### src/rtl/seq_scan_pkg.sv
// Shared types and defaults for the serial sequence-scan controller.
package seq_scan_pkg;

   localparam int unsigned DefWordW = 8;
   localparam int unsigned DefPatMax = 4;
   localparam int unsigned DefCntW = 8;

   typedef enum logic [1:0] {
      StIdle,
      StWaitWord,
      StShift,
      StDone
   } scan_state_e;

   // Width needed to hold a pattern length of 0..pat_max.
   function automatic int unsigned len_width(input int unsigned pat_max);
      return $clog2(pat_max + 1);
   endfunction

endpackage

### src/rtl/seq_match_core.sv
// Bit-serial Mealy pattern matcher: history register, fill counter, combinational compare.
// PAT_MAX must be at least 2.
module seq_match_core
   import seq_scan_pkg::*;
#(
   parameter int unsigned PAT_MAX = DefPatMax
) (
   input  logic                          clk,
   input  logic                          reset,
   input  logic                          in_bit,
   input  logic                          bit_en,
   input  logic                          clear,
   input  logic [PAT_MAX-1:0]            cfg_pat,
   input  logic [len_width(PAT_MAX)-1:0] cfg_len,
   output logic                          match
);

   localparam int unsigned LEN_W = len_width(PAT_MAX);

   logic [PAT_MAX-2:0] hist_q;
   logic [LEN_W-1:0]   fill_q;
   logic [PAT_MAX-1:0] window;
   logic [PAT_MAX-1:0] mask;
   logic               fill_ok;

   // Bit 0 of the window is the newest bit; it lines up with cfg_pat[0].
   always_comb begin
      window = {hist_q, in_bit};
      mask = '0;
      for (int i = 0; i < PAT_MAX; i++) begin
         mask[i] = (LEN_W'(i) < cfg_len);
      end
      fill_ok = (fill_q >= (cfg_len - 1'b1));
      match = bit_en && fill_ok && (((window ^ cfg_pat) & mask) == '0);
   end

   always_ff @(posedge clk or posedge reset) begin
      if (reset) begin
         hist_q <= '0;
         fill_q <= '0;
      end else if (clear) begin
         hist_q <= '0;
         fill_q <= '0;
      end else if (bit_en) begin
         hist_q <= window[PAT_MAX-2:0];
         if (fill_q < LEN_W'(PAT_MAX - 1)) begin
            fill_q <= fill_q + 1'b1;
         end
      end
   end

endmodule

### src/rtl/seq_scan_ctrl.sv
// Frame controller: accepts words over valid/ready, serializes them MSB-first into the
// matcher, counts hits per frame and reports the final count at end of frame.
module seq_scan_ctrl
   import seq_scan_pkg::*;
#(
   parameter int unsigned WORD_W  = DefWordW,
   parameter int unsigned PAT_MAX = DefPatMax,
   parameter int unsigned CNT_W   = DefCntW
) (
   input  logic                          clk,
   input  logic                          reset,
   input  logic                          start,
   input  logic                          abort,
   input  logic [PAT_MAX-1:0]            cfg_pat,
   input  logic [len_width(PAT_MAX)-1:0] cfg_len,
   input  logic                          in_valid,
   output logic                          in_ready,
   input  logic [WORD_W-1:0]             in_data,
   input  logic                          in_last,
   output logic                          ser_bit,
   output logic                          hit,
   output logic [CNT_W-1:0]              hit_count,
   output logic                          busy,
   output logic                          done,
   output logic                          err
);

   localparam int unsigned LEN_W = len_width(PAT_MAX);
   localparam int unsigned IDX_W = $clog2(WORD_W);

   scan_state_e        state_q;
   logic [WORD_W-1:0]  sreg_q;
   logic [IDX_W-1:0]   idx_q;
   logic               last_q;
   logic [PAT_MAX-1:0] pat_q;
   logic [LEN_W-1:0]   len_q;

   logic cfg_ok;
   logic frame_start;
   logic bit_en;
   logic match;

   always_comb begin
      cfg_ok      = (cfg_len != '0) && (cfg_len <= LEN_W'(PAT_MAX));
      frame_start = (state_q == StIdle) && start && cfg_ok && !abort;
      // A bit cut short by abort is not scored.
      bit_en      = (state_q == StShift) && !abort;
   end

   assign ser_bit = sreg_q[WORD_W-1];

   seq_match_core #(
      .PAT_MAX (PAT_MAX)
   ) u_match (
      .clk     (clk),
      .reset   (reset),
      .in_bit  (ser_bit),
      .bit_en  (bit_en),
      .clear   (frame_start),
      .cfg_pat (pat_q),
      .cfg_len (len_q),
      .match   (match)
   );

   always_ff @(posedge clk or posedge reset) begin
      if (reset) begin
         state_q   <= StIdle;
         sreg_q    <= '0;
         idx_q     <= '0;
         last_q    <= 1'b0;
         pat_q     <= '0;
         len_q     <= '0;
         in_ready  <= 1'b0;
         hit       <= 1'b0;
         hit_count <= '0;
         busy      <= 1'b0;
         done      <= 1'b0;
         err       <= 1'b0;
      end else begin
         hit  <= 1'b0;
         done <= 1'b0;
         err  <= 1'b0;
         if (abort) begin
            state_q  <= StIdle;
            in_ready <= 1'b0;
            busy     <= 1'b0;
         end else begin
            case (state_q)
               StIdle: begin
                  if (start) begin
                     if (!cfg_ok) begin
                        err <= 1'b1;
                     end else begin
                        pat_q     <= cfg_pat;
                        len_q     <= cfg_len;
                        hit_count <= '0;
                        in_ready  <= 1'b1;
                        busy      <= 1'b1;
                        state_q   <= StWaitWord;
                     end
                  end
               end
               StWaitWord: begin
                  if (in_valid) begin
                     sreg_q   <= in_data;
                     last_q   <= in_last;
                     idx_q    <= IDX_W'(WORD_W - 1);
                     in_ready <= 1'b0;
                     state_q  <= StShift;
                  end
               end
               StShift: begin
                  sreg_q <= {sreg_q[WORD_W-2:0], 1'b0};
                  if (match) begin
                     hit <= 1'b1;
                     if (hit_count != {CNT_W{1'b1}}) begin
                        hit_count <= hit_count + 1'b1;
                     end
                  end
                  if (idx_q == '0) begin
                     if (last_q) begin
                        done    <= 1'b1;
                        state_q <= StDone;
                     end else begin
                        in_ready <= 1'b1;
                        state_q  <= StWaitWord;
                     end
                  end else begin
                     idx_q <= idx_q - 1'b1;
                  end
               end
               StDone: begin
                  busy    <= 1'b0;
                  state_q <= StIdle;
               end
               default: begin
                  in_ready <= 1'b0;
                  busy     <= 1'b0;
                  state_q  <= StIdle;
               end
            endcase
         end
      end
   end

endmodule

### config.mk
export PLATFORM = sky130hd
export DESIGN_NAME = seq_scan_ctrl
export DESIGN_NICKNAME = d
export VERILOG_FILES = /design/src/rtl/seq_scan_pkg.sv /design/src/rtl/seq_match_core.sv /design/src/rtl/seq_scan_ctrl.sv
export SDC_FILE = /design/constraint.sdc
export NUM_CORES = 1
export LEC_CHECK = 0
export BUFFER_PORTS_ARGS = -buffer_cell sky130_fd_sc_hd__buf_2
export CAP_MARGIN = 10
export CORE_MARGIN = 4
export CORE_UTILIZATION = 30
export DETAILED_ROUTE_END_ITERATION = 12
export PLACE_DENSITY = 0.52
export REMOVE_ABC_BUFFERS = 1
export SLEW_MARGIN = 20
export SYNTH_ARGS = -nofsm -noshare
export SYNTH_HDL_FRONTEND = slang
export SYNTH_SLANG_ARGS = --single-unit
export TNS_END_PERCENT = 1
### constraint.sdc
create_clock -name clk -period 7.3 [get_ports clk]
set_clock_uncertainty 0.2 [all_clocks]
set_input_delay 0.73 -clock clk [delete_from_list [all_inputs] [get_ports clk]]
set_output_delay 0.73 -clock clk [all_outputs]
set_load 0.02 [all_outputs]
==> flow_metrics.tcl, run 1 <==
set metrics [dict create \
    synth-compound-area-share_pct 18.28 \
    cts.repair.resized 0 \
    peakVddDrop_mv 0.1182 \
    synth-edff-count 0 \
    cts_root_buf "clkbuf_8" \
    adder_cell_share_of_the_synthesized_area_pct 8.023 \
    setup_viol 0 \
    finalNetCount 308 \
    slew_of_the_pin_with_the_lowest_slew_margin_ns 0.8461 \
    global_route.overflow_total 0 \
    final.fill_count 719 \
    reg2regPathDepth 8 \
    postSynthCellCount 238 \
    wl_per_cell_um 13.09 \
    synth_xor_area_share_pct 2.407 \
    yosys.area.top_type_share_pct 45.85 \
    worst_path_fanout_max 20 \
    synth_area_leader "dfrtp_1" \
    dpl_cell_area_um2 2454 \
    final-seq-area_um2 1001 \
    yosys-mux-area-fraction_pct 3.209 \
    holdCritPathClass "flop to flop" \
    routed_wl_um 4830 \
    grt_pass1_vias 1601 \
    maxSlewHeadroom_pct 43.60 \
    netlist-cell-type-count 40 \
    yosys_warnings 0 \
    clock_sink_count 40 \
    cts.clk_slew.worst_paths_ns 0.08 \
    drv.max_cap_violation_count 0 \
    cts_tree "yes" \
    cts-root-to-sink-buffers 2 \
    antenna_found_initial 0 \
    finalWorstPathRequiredPeriod_ns 3.370 \
    synth_seq_area_share_pct 45.85 \
    asyncSetResetFlopFracSynth_pct 100.0 \
    grt_pass1_wl_um 7790 \
    largest_net_degree_at_the_start_of_global_routing 41 \
    power.density_cell_area_nw_per_um2 315.5 \
    total_inserted_antenna_cells 0 \
    netlist_area_um2 2183 \
    layout_worst_path_cycle_share_pct 46.16 \
    avgViaCountPerCell 4.829 \
    place.port_buffers 34 \
    cpPeakStageDelay_ns 0.72 \
    p_leak_nw 1.204 \
    ctsHtreeMaxLevel 2 \
    post-route-cell-area_um2 2535 \
    synth.ff_latch_count 40 \
    timing.hold.worst_endpoint "pat_q[1]" \
    synth-simple-area-share_pct 18.22 \
    fin_total_pwr_mw 0.7999 \
    setup_tns_ns 0 \
    drive_gt1_share_pct 16.48 \
    post_cts_repair_timing_setup_buffer_count 0 \
    top_level_ports 35 \
    synth_ff_type "dfrtp_1" \
    syn-mean-instance-area_um2 9.174 \
    multi_input_comb_area_um2 1099 \
    setup.reg_to_reg.worst_slack_ns 3.93 \
    r2r-start "state_q[0]" \
    initial_core_util_pct 31.44 \
    fmax_mhz 296.7 \
    layout-area-overhead-vs-synth_pct 16.10 \
    worstHoldPathCells 2 \
    critical_path.cell_chain "inv_1 -> ha_1 -> nand2b_1 -> a21oi_1 -> o221a_2 -> and2_1 -> o21ai_0 -> a221o_1" \
    fp.coreArea_um2 6944 \
    count_of_hold_fix_buffers_inserted_at_cts 0 \
    drt-pass1-iter-count 4 \
    utilization_pct 36.50 \
    final_max_slew_viol_count 0 \
    fp.dieH_um 93.31 \
    hold_path.startpoint "pat_q[1]" \
    rows 30 \
    cts_buffers 5 \
    dieArea_um2 8707 \
    largest_family_of_logic_cells_by_synthesized_area "compound AO/OA/AOI/OAI gates" \
    final_gp_congestion 0.7956 \
    post-synth-top-count-cell "dfrtp_1" \
    synth_top_cells_by_area "dfrtp_1 46%, ha_1 8.0%, nand2_1 5.8%" \
    routed-via-count 1782 \
    report.final.hold_viol_count 0 \
    critPathRequiredTime_ns 7.28 \
    detail_route.drc_violations 0 \
    worst-setup-path-type "flop to flop" \
    outcome "completed" \
    clk_latency_ns 0.29 \
    drt_iter0_drc 95 \
    total_routing_resource_utilization_after_global_routing_pct 11.42 \
    yosys-top-cells-count "40 x dfrtp_1, 34 x nand2_1, 22 x a21oi_1, 19 x nor2_1, 16 x inv_1" \
    crit_path_start_kind "flop" \
    rsz0062_at_grt "no" \
    dpl.hpwl_um 3490 \
    die_boundary_width_um 93.31 \
    cp-end-kind "flop" \
    cp.arrival_ns 3.35 \
    route.antenna.remaining_nets 0 \
    worst_path_max_delay_cell "ha_1" \
    critical_path.reg2reg.endpoint "hit_count[3]" \
]
==> stage by stage <==
stage,instances,hold slack [ns],setup slack (ns)
3_5_place_dp,362,0.2853,3.940
6_report,369,0.2985,3.930
2_1_floorplan,231,0.2652,4.485
4_1_cts,369,0.3040,3.933
5_1_grt,369,0.3223,3.633
3_3_place_gp,362,0.2836,4.071
==> layout by cell type, fill, tap and decap left out, types with 2 or more instances in the layout <==
cell	instances
o211ai_1	3
dfrtp_1	40
nand2_1	34
xor2_1	3
xnor2_1	3
nand3_1	5
a211o_1	3
nor2b_1	2
inv_1	16
nand2b_1	3
buf_2	34
mux2i_1	7
and2_1	2
nand4_1	2
a21oi_1	21
o31ai_1	5
a32o_1	4
or3_1	3
nor3_1	8
nor3b_1	2
o21ai_0	13
a21o_1	2
clkbuf_8	5
a31oi_1	2
and3_1	2
ha_1	14
nor2_1	19
==> power by group <==
part	switching (mW)	leakage (nW)	internal [mW]
combinational	0.186	0.655	0.128
clock	0.0766	0.0410	0.0651
sequential	0.0535	0.509	0.290
==> how the worst max path moves through the flow <==
stage,from,endpoint
after floorplan,state_q[0],hit_count[3]
after global placement,state_q[0],hit_count[3]
after detailed placement,state_q[0],hit_count[3]
after CTS,state_q[0],hit_count[3]
after global routing,state_q[0],hit_count[3]
final,state_q[0],hit_count[3]
==> state kept, by name, indices dropped and copies added, names as in the netlist <==
register / count
pat_q: 4
hit_count: 8
in_ready: 1
len_q: 3
state_q: 2
u_match.fill_q: 3
sreg_q: 8
idx_q: 3
last_q: 1
done: 1
u_match.hist_q: 3
err: 1
hit: 1
busy: 1
==> cells by family after synthesis <==
kind of cell    Yosys count
buf+inv                  23
mux                       7
fa+ha+maj                14
compound gates           62
simple gates             86
flops                    40
xor+xnor                  6
==> layout make-up <==
cell class | instances | area share [%]
inverter | 16 | 2.369
sequential | 40 | 39.49
timing repair buffer | 35 | 7.009
multi-input combinational | 175 | 43.34
tap | 96 | 4.738
clock inverter | 1 | 0.1974
clock buffer | 6 | 2.863
==> critical path: cells and delay by family, from the launching register on <==
kind	cells	cell delay, ns
AND/OR/NAND/NOR	2	0.72
AO/OA/AOI/OAI	4	1.09
adder cells (fa/ha/maj)	1	0.72
buffers and inverters	1	0.12
flip-flops	1	0.42
==> metal layers <==
metal  part of all wire (%)  global-route usage, %
met3                    4.8                  3.138
met1                     48                  15.92
met4                    1.2                  4.396
met2                     46                  16.74
met5                      0                      0
No activity file was read; power rests on OpenSTA's default activity.
==> run 2: changes to the inputs <==
--- a/config.mk
+++ b/config.mk
@@ -5,12 +5,13 @@
 export SDC_FILE = /design/constraint.sdc
 export NUM_CORES = 1
 export LEC_CHECK = 0
+export ABC_AREA = 1
 export BUFFER_PORTS_ARGS = -buffer_cell sky130_fd_sc_hd__buf_2
 export CAP_MARGIN = 10
 export CORE_MARGIN = 4
 export CORE_UTILIZATION = 30
 export DETAILED_ROUTE_END_ITERATION = 12
-export PLACE_DENSITY = 0.52
+export PLACE_DENSITY = 0.53
 export REMOVE_ABC_BUFFERS = 1
 export SLEW_MARGIN = 20
 export SYNTH_ARGS = -nofsm -noshare
==> constraint.sdc (replaced) <==
create_clock -name clk -period 2.9 [get_ports clk]
set_clock_uncertainty 0.2 [all_clocks]
set_input_delay 0.29 -clock clk [delete_from_list [all_inputs] [get_ports clk]]
set_output_delay 0.29 -clock clk [all_outputs]
set_load 0.02 [all_outputs]
==> flow_metrics.tcl, run 2 <==
set metrics [dict create \
    outcome "completed" \
    cp-end-kind "flop" \
    synth_area_leader "dfrtp_1" \
    global_route.usage.met1_pct 16.17 \
    finalNetCount 366 \
    fmax_mhz 444.7 \
    path_common_cell "nand2_1" \
    peakVddDrop_mv 0.2347 \
    p_leak_nw 1.394 \
    synth_seq_area_share_pct 43.48 \
    synth_xor_area_share_pct 1.902 \
    rows 31 \
    critPathRequiredTime_ns 2.90 \
    syn-mean-instance-area_um2 7.939 \
    route.antenna.remaining_nets 0 \
    setup_tns_ns 0 \
    dieArea_um2 9139 \
    routed_wl_um 5273 \
    largest_net_degree_at_the_start_of_global_routing 41 \
    layout_commonest_cell "nand2_1" \
    reg_top3 "hit_count: 8 flops, sreg_q: 8 flops, pat_q: 4 flops" \
    cp.arrival_ns 2.25 \
    top_level_ports 35 \
    synth_top_cells_by_area "dfrtp_1 43%, nand2_1 13%, ha_1 7.6%" \
    cts-root-to-sink-buffers 2 \
    slew_of_the_pin_with_the_lowest_slew_margin_ns 0.5133 \
    final_gp_congestion 0.7392 \
    cts_buffers 5 \
    ctsHtreeMaxLevel 2 \
    initial_core_util_pct 31.24 \
    postSynthCellCount 290 \
    layout-area-overhead-vs-synth_pct 16.58 \
    drv.max_cap_violation_count 0 \
    synth-simple-area-share_pct 27.55 \
    worst_path_max_delay_cell "dfrtp_1" \
    cts_root_buf "clkbuf_8" \
    global_route.overflow_total 0 \
    clk_latency_ns 0.30 \
    grt_use_met2_pct 21.31 \
    grt_pass1_wl_um 9080 \
    grt.met3_usage_pct 2.841 \
    maxSlewHeadroom_pct 65.78 \
    yosys-top-cells-count "82 x nand2_1, 40 x dfrtp_1, 35 x inv_1, 26 x nor2_1, 22 x nand3_1" \
    largest_family_of_logic_cells_by_synthesized_area "simple AND/OR/NAND/NOR gates" \
    synth-compound-area-share_pct 11.20 \
    post_cts_repair_timing_setup_buffer_count 0 \
    crit_path_start_kind "flop" \
    layout_worst_path_cycle_share_pct 77.55 \
    yosys_warnings 0 \
    total_inserted_antenna_cells 0 \
    layout_common_cells "82 x nand2_1, 40 x dfrtp_1, 35 x inv_1" \
    finalWorstPathRequiredPeriod_ns 2.249 \
    grt.busiest_layer "met2" \
    cts.clk_slew.worst_paths_ns 0.08 \
    avgViaCountPerCell 4.537 \
    post-synth-top-count-cell "nand2_1" \
    critical_path.cell_chain "inv_1 -> ha_1 -> xnor2_1 -> ha_1 -> nand2_1 -> o211ai_1 -> nand3_1 -> nand2_4 -> nand2_4 -> nand2_1 -> nand2_1" \
    antenna_found_initial 0 \
    drt-pass1-iter-count 4 \
    grt_pass1_vias 1945 \
    rsz0062_at_grt "no" \
    routed-via-count 1951 \
    total_routing_resource_utilization_after_global_routing_pct 12.69 \
    detail_route.drc_violations 0 \
    report.final.hold_viol_count 0 \
    cpPeakStageDelay_ns 0.39 \
    fp.coreArea_um2 7370 \
    synth-edff-count 0 \
    dpl.hpwl_um 3895 \
    yosys-mux-area-fraction_pct 0.4891 \
    worst-setup-path-type "flop to flop" \
    yosys.area.top_type_share_pct 43.48 \
    drt_iter0_drc 56 \
    worst_path_fanout_max 9 \
    die_boundary_width_um 95.60 \
    netlist-cell-type-count 31 \
    adder_cell_share_of_the_synthesized_area_pct 7.609 \
    asyncSetResetFlopFracSynth_pct 100.0 \
    power.density_cell_area_nw_per_um2 864.1 \
    synth.ff_latch_count 40 \
    wl_per_cell_um 12.26 \
    synth_ff_type "dfrtp_1" \
    final_max_slew_viol_count 0 \
    netlist_area_um2 2302 \
    setup_viol 0 \
    place.port_buffers 34 \
    final.fill_count 811 \
    fp.dieH_um 95.60 \
    final_cell_count_no_fill 430 \
    holdCritPathClass "input port to flop" \
    cts_tree "yes" \
    clock_sink_count 40 \
    drive_gt1_share_pct 18.13 \
    dpl.cell_count 421 \
]
-- run 2: cell types whose count changed after synthesis, moves of 6 or more --
| cell | previous run | this run |
|---|---|---|
| inv_1 | 16 | 35 |
| nor2_1 | 19 | 26 |
| nand3_1 | 5 | 22 |
| nand2_1 | 34 | 82 |
| o21ai_1 | 0 | 9 |
| mux2i_1 | 7 | 0 |
| nor3_1 | 8 | 2 |
| a21oi_1 | 22 | 7 |
-- run 2: final cells by class --
type                    count  area, um2  share of cell area (%)
well taps                  99      123.9                   4.615
flip-flops and latches     40       1001                   37.30
clock buffers               5      68.82                   2.564
multi-input cells         207       1122                   41.82
repair buffers             39      212.7                   7.925
inverters                  38      142.6                   5.315
clock inverters             2      12.51                  0.4662
-- run 2: kinds of logic after synthesis --
kind of cell | count (synthesis)
buf+inv | 43
xor+xnor | 5
flops | 40
compound gates | 41
simple gates | 146
mux | 1
fa+ha+maj | 14
-- run 2: worst max-delay path: cells and delay by family, from the launching register on --
family / cells / cell delay [ns]
buffers and inverters: 1 / 0.10
XOR/XNOR: 1 / 0.13
AND/OR/NAND/NOR: 6 / 0.62
AO/OA/AOI/OAI: 1 / 0.16
flip-flops: 1 / 0.39
adder cells (fa/ha/maj): 2 / 0.54
-- run 2: layer usage --
layer	part of all wire, %	wire [um]
met5	0	0
met1	46	2445
met3	3.9	205
met2	48	2553
met4	1.3	68
-- run 2: what timing repair did --
action | 4_1_cts | 5_1_grt
resized for setup | 0 | 0
endpoints found under the hold margin | 41 | 0
hold buffers | 2 | 0
-- run 2: worst paths after layout --
path	start	end	slack (ns)	cells past startpoint
max	len_q[0]	hit_count[1]	0.65	11
min	cfg_pat[2]	pat_q[2]	0.006	3
max reg2reg	len_q[0]	hit_count[1]	0.65	11
min reg2reg	pat_q[0]	pat_q[0]	0.31	2
max in group asynchronous	reset	u_match.fill_q[2]	1.69	4
min in group asynchronous	reset	sreg_q[7]	0.46	4
-- run 2: through the flow --
step	hold slack [ns]	power, mW	setup WS (ns)	instance area (um2)	utilization [%]
after floorplan	0.1996	1.687	0.6794	2266	-
after global placement	0.2514	1.945	0.6714	2582	35.04
after detailed placement	0.2524	1.967	0.6876	2582	35.04
after CTS	0.0003459	2.347	0.6612	2684	36.42
after global routing	0.01754	2.546	0.5152	2684	36.42
final	0.006370	2.319	0.6511	2684	36.42
-- run 2: power by group --
part / internal [mW] / leakage [nW] / switching (mW)
clock: 0.163 / 0.0400 / 0.202
combinational: 0.402 / 0.846 / 0.654
sequential: 0.754 / 0.508 / 0.143
total: 1.32 / 1.39 / 0.999
==> run 3: changes to the inputs <==
--- a/config.mk
+++ b/config.mk
@@ -11,7 +11,7 @@
 export CORE_MARGIN = 4
 export CORE_UTILIZATION = 30
 export DETAILED_ROUTE_END_ITERATION = 12
-export PLACE_DENSITY = 0.53
+export PLACE_DENSITY = 0.52
 export REMOVE_ABC_BUFFERS = 1
 export SLEW_MARGIN = 20
 export SYNTH_ARGS = -nofsm -noshare
==> constraint.sdc (replaced) <==
create_clock -name clk -period 2.3 [get_ports clk]
set_clock_uncertainty 0.2 [all_clocks]
set_input_delay 0.23 -clock clk [delete_from_list [all_inputs] [get_ports clk]]
set_output_delay 0.23 -clock clk [all_outputs]
set_load 0.02 [all_outputs]
==> flow_metrics.tcl, run 3 (synthesis results as in run 2) <==
set metrics [dict create \
    largest_net_degree_at_the_start_of_global_routing 41 \
    drv.max_cap_violation_count 0 \
    final.fill_count 770 \
    worst_path_max_delay_cell "dfrtp_1" \
    switching_power_mw 1.273 \
    holdCritPathClass "input port to flop" \
    total_routing_resource_utilization_after_global_routing_pct 12.47 \
    routed-via-count 2005 \
    grt.met3_usage_pct 3.157 \
    worst-setup-path-type "flop to flop" \
    clock_sink_count 40 \
    route.antenna.remaining_nets 0 \
    rows 31 \
    die_boundary_width_um 95.60 \
    reg_top3 "hit_count: 8 flops, sreg_q: 8 flops, pat_q: 4 flops" \
    grt_use_met2_pct 18.88 \
    p_leak_nw 1.488 \
    grt_pass1_vias 1875 \
    global_route.overflow_total 0 \
    wl_per_cell_um 11.59 \
    cp-end-kind "flop" \
    share_of_total_power_consumed_by_net_switching_pct 40.53 \
    global_route.usage.met1_pct 17.43 \
    dpl.cell_count 423 \
    fin_worst_hold_slack_ns 0.01332 \
    multi_input_comb_area_um2 1127 \
    final-seq-area_um2 1001 \
    power.share.combinational_pct 46.3 \
    setup_viol 0 \
    grt.busiest_layer "met2" \
    final_max_slew_viol_count 0 \
    detail_route.drc_violations 0 \
    setup_tns_ns 0 \
    total_inserted_antenna_cells 0 \
    critPathRequiredTime_ns 2.33 \
    power_share_of_the_sequential_group_pct 35.7 \
    routed_wl_um 5194 \
    power.share.clock_pct 18.0 \
    report.final.hold_viol_count 0 \
    detailedPlace.worstSlack_ns 0.09489 \
    final_cell_count_no_fill 448 \
    cpPeakStageDelay_ns 0.38 \
    crit_path_start_kind "flop" \
    grt_pass1_wl_um 8921 \
    layout-area-overhead-vs-synth_pct 25.43 \
    outcome "completed" \
    power_report.internal_total_mw 1.868 \
    slew_of_the_pin_with_the_lowest_slew_margin_ns 0.5046 \
    avgViaCountPerCell 4.475 \
    top_level_ports 35 \
    fp.coreArea_um2 7370 \
    layout_worst_path_cycle_share_pct 93.62 \
    drt-pass1-iter-count 4 \
    layout_commonest_cell "nand2_1" \
    cp.arrival_ns 2.18 \
    final_gp_congestion 0.7650 \
    clk_latency_ns 0.29 \
    dieArea_um2 9139 \
    ctsHtreeMaxLevel 2 \
    worst_path_fanout_max 8 \
    finalNetCount 383 \
    critical_path.cell_chain "inv_1 -> ha_1 -> xnor2_1 -> ha_1 -> nand2_1 -> o211ai_1 -> nand3_2 -> nand2_4 -> buf_12 -> nand3_1 -> nand2_1" \
    drt_iter0_drc 120 \
    fp.dieH_um 95.60 \
    layout_common_cells "82 x nand2_1, 40 x dfrtp_1, 35 x inv_1" \
    power.density_cell_area_nw_per_um2 1088 \
    cts_tree "yes" \
    cts_root_buf "clkbuf_8" \
    cts-root-to-sink-buffers 2 \
    dpl.hpwl_um 3821 \
    fin_ws_ns 0.1468 \
    finalWorstPathRequiredPeriod_ns 2.153 \
    cts.clk_slew.worst_paths_ns 0.08 \
    maxSlewHeadroom_pct 66.36 \
    cts_buffers 5 \
    initial_core_util_pct 31.24 \
    place.port_buffers 34 \
    peakVddDrop_mv 0.4057 \
    rsz0062_at_grt "no" \
    drive_gt1_share_pct 18.62 \
    fmax_mhz 464.4 \
    antenna_found_initial 0 \
]
run 3: cell count changes in the layout (fill, tap and decap cells not counted):
cell	change
clkinvlp_4	-1
dlygate4sd3_1	+13
nand3_2	+1
buf_12	+1
buf_4	+3
clkbuf_1	+1
nand3_1	-1
bufinv_16	+1
run 3: repair_timing:
item                                   4_1_cts  5_1_grt
setup endpoints to repair                    0        8
setup buffers                                0        2
hold buffers                                15        0
endpoints found under the hold margin       54        0
gates resized for setup                      0        1
run 3: per-stage QoR:
step | power (mW) | cell area (um2) | utilization (%)
final | 3.142 | 2888 | 39.19
after global placement | 2.471 | 2597 | 35.25
after CTS | 3.096 | 2855 | 38.74
after floorplan | 2.127 | 2266 | -
after detailed placement | 2.498 | 2597 | 35.25
after global routing | 3.461 | 2888 | 39.19
run 3: layer usage:
layer | routed length (um) | share of wire [%]
met3 | 261 | 5.0
met2 | 2275 | 44
met1 | 2598 | 50
met5 | 0 | 0
met4 | 58 | 1.1
run 3: worst max-delay path: cells and delay by family (launching register included):
kind / cells / cell delay, ns
simple gates: 5 / 0.46
compound gates: 1 / 0.19
fa+ha+maj: 2 / 0.53
xor+xnor: 1 / 0.13
flops: 1 / 0.38
buf+inv: 2 / 0.21
run 3: power by group through the flow:
stage               Clock, mW  Combinational, mW  Sequential [mW]
floorplan                   0              0.991             1.14
global placement            0               1.34             1.13
detailed placement          0               1.36             1.14
CTS                     0.584               1.39             1.12
global route            0.628               1.67             1.16
finish                  0.566               1.45             1.12
run 3: worst paths after layout:
kind | startpoint | end | slack, ns | cells after the start
worst min register to register | hit_count[4] | hit_count[4] | 0.33 | 2
worst min-delay path | cfg_len[1] | len_q[1] | 0.01 | 3
min in group asynchronous | reset | last_q | 0.40 | 4
max in group asynchronous | reset | idx_q[2] | 1.14 | 4
worst max-delay path | len_q[0] | hit_count[3] | 0.15 | 11
worst max register to register | len_q[0] | hit_count[3] | 0.15 | 11
run 3: cell type report:
class / count / area share (%)
multi-input combinational: 207 / 39.04
inverter: 38 / 4.939
timing repair buffer: 56 / 13.34
clock buffer: 6 / 2.513
sequential: 40 / 34.66
tap: 99 / 4.289
clock inverter: 2 / 1.213
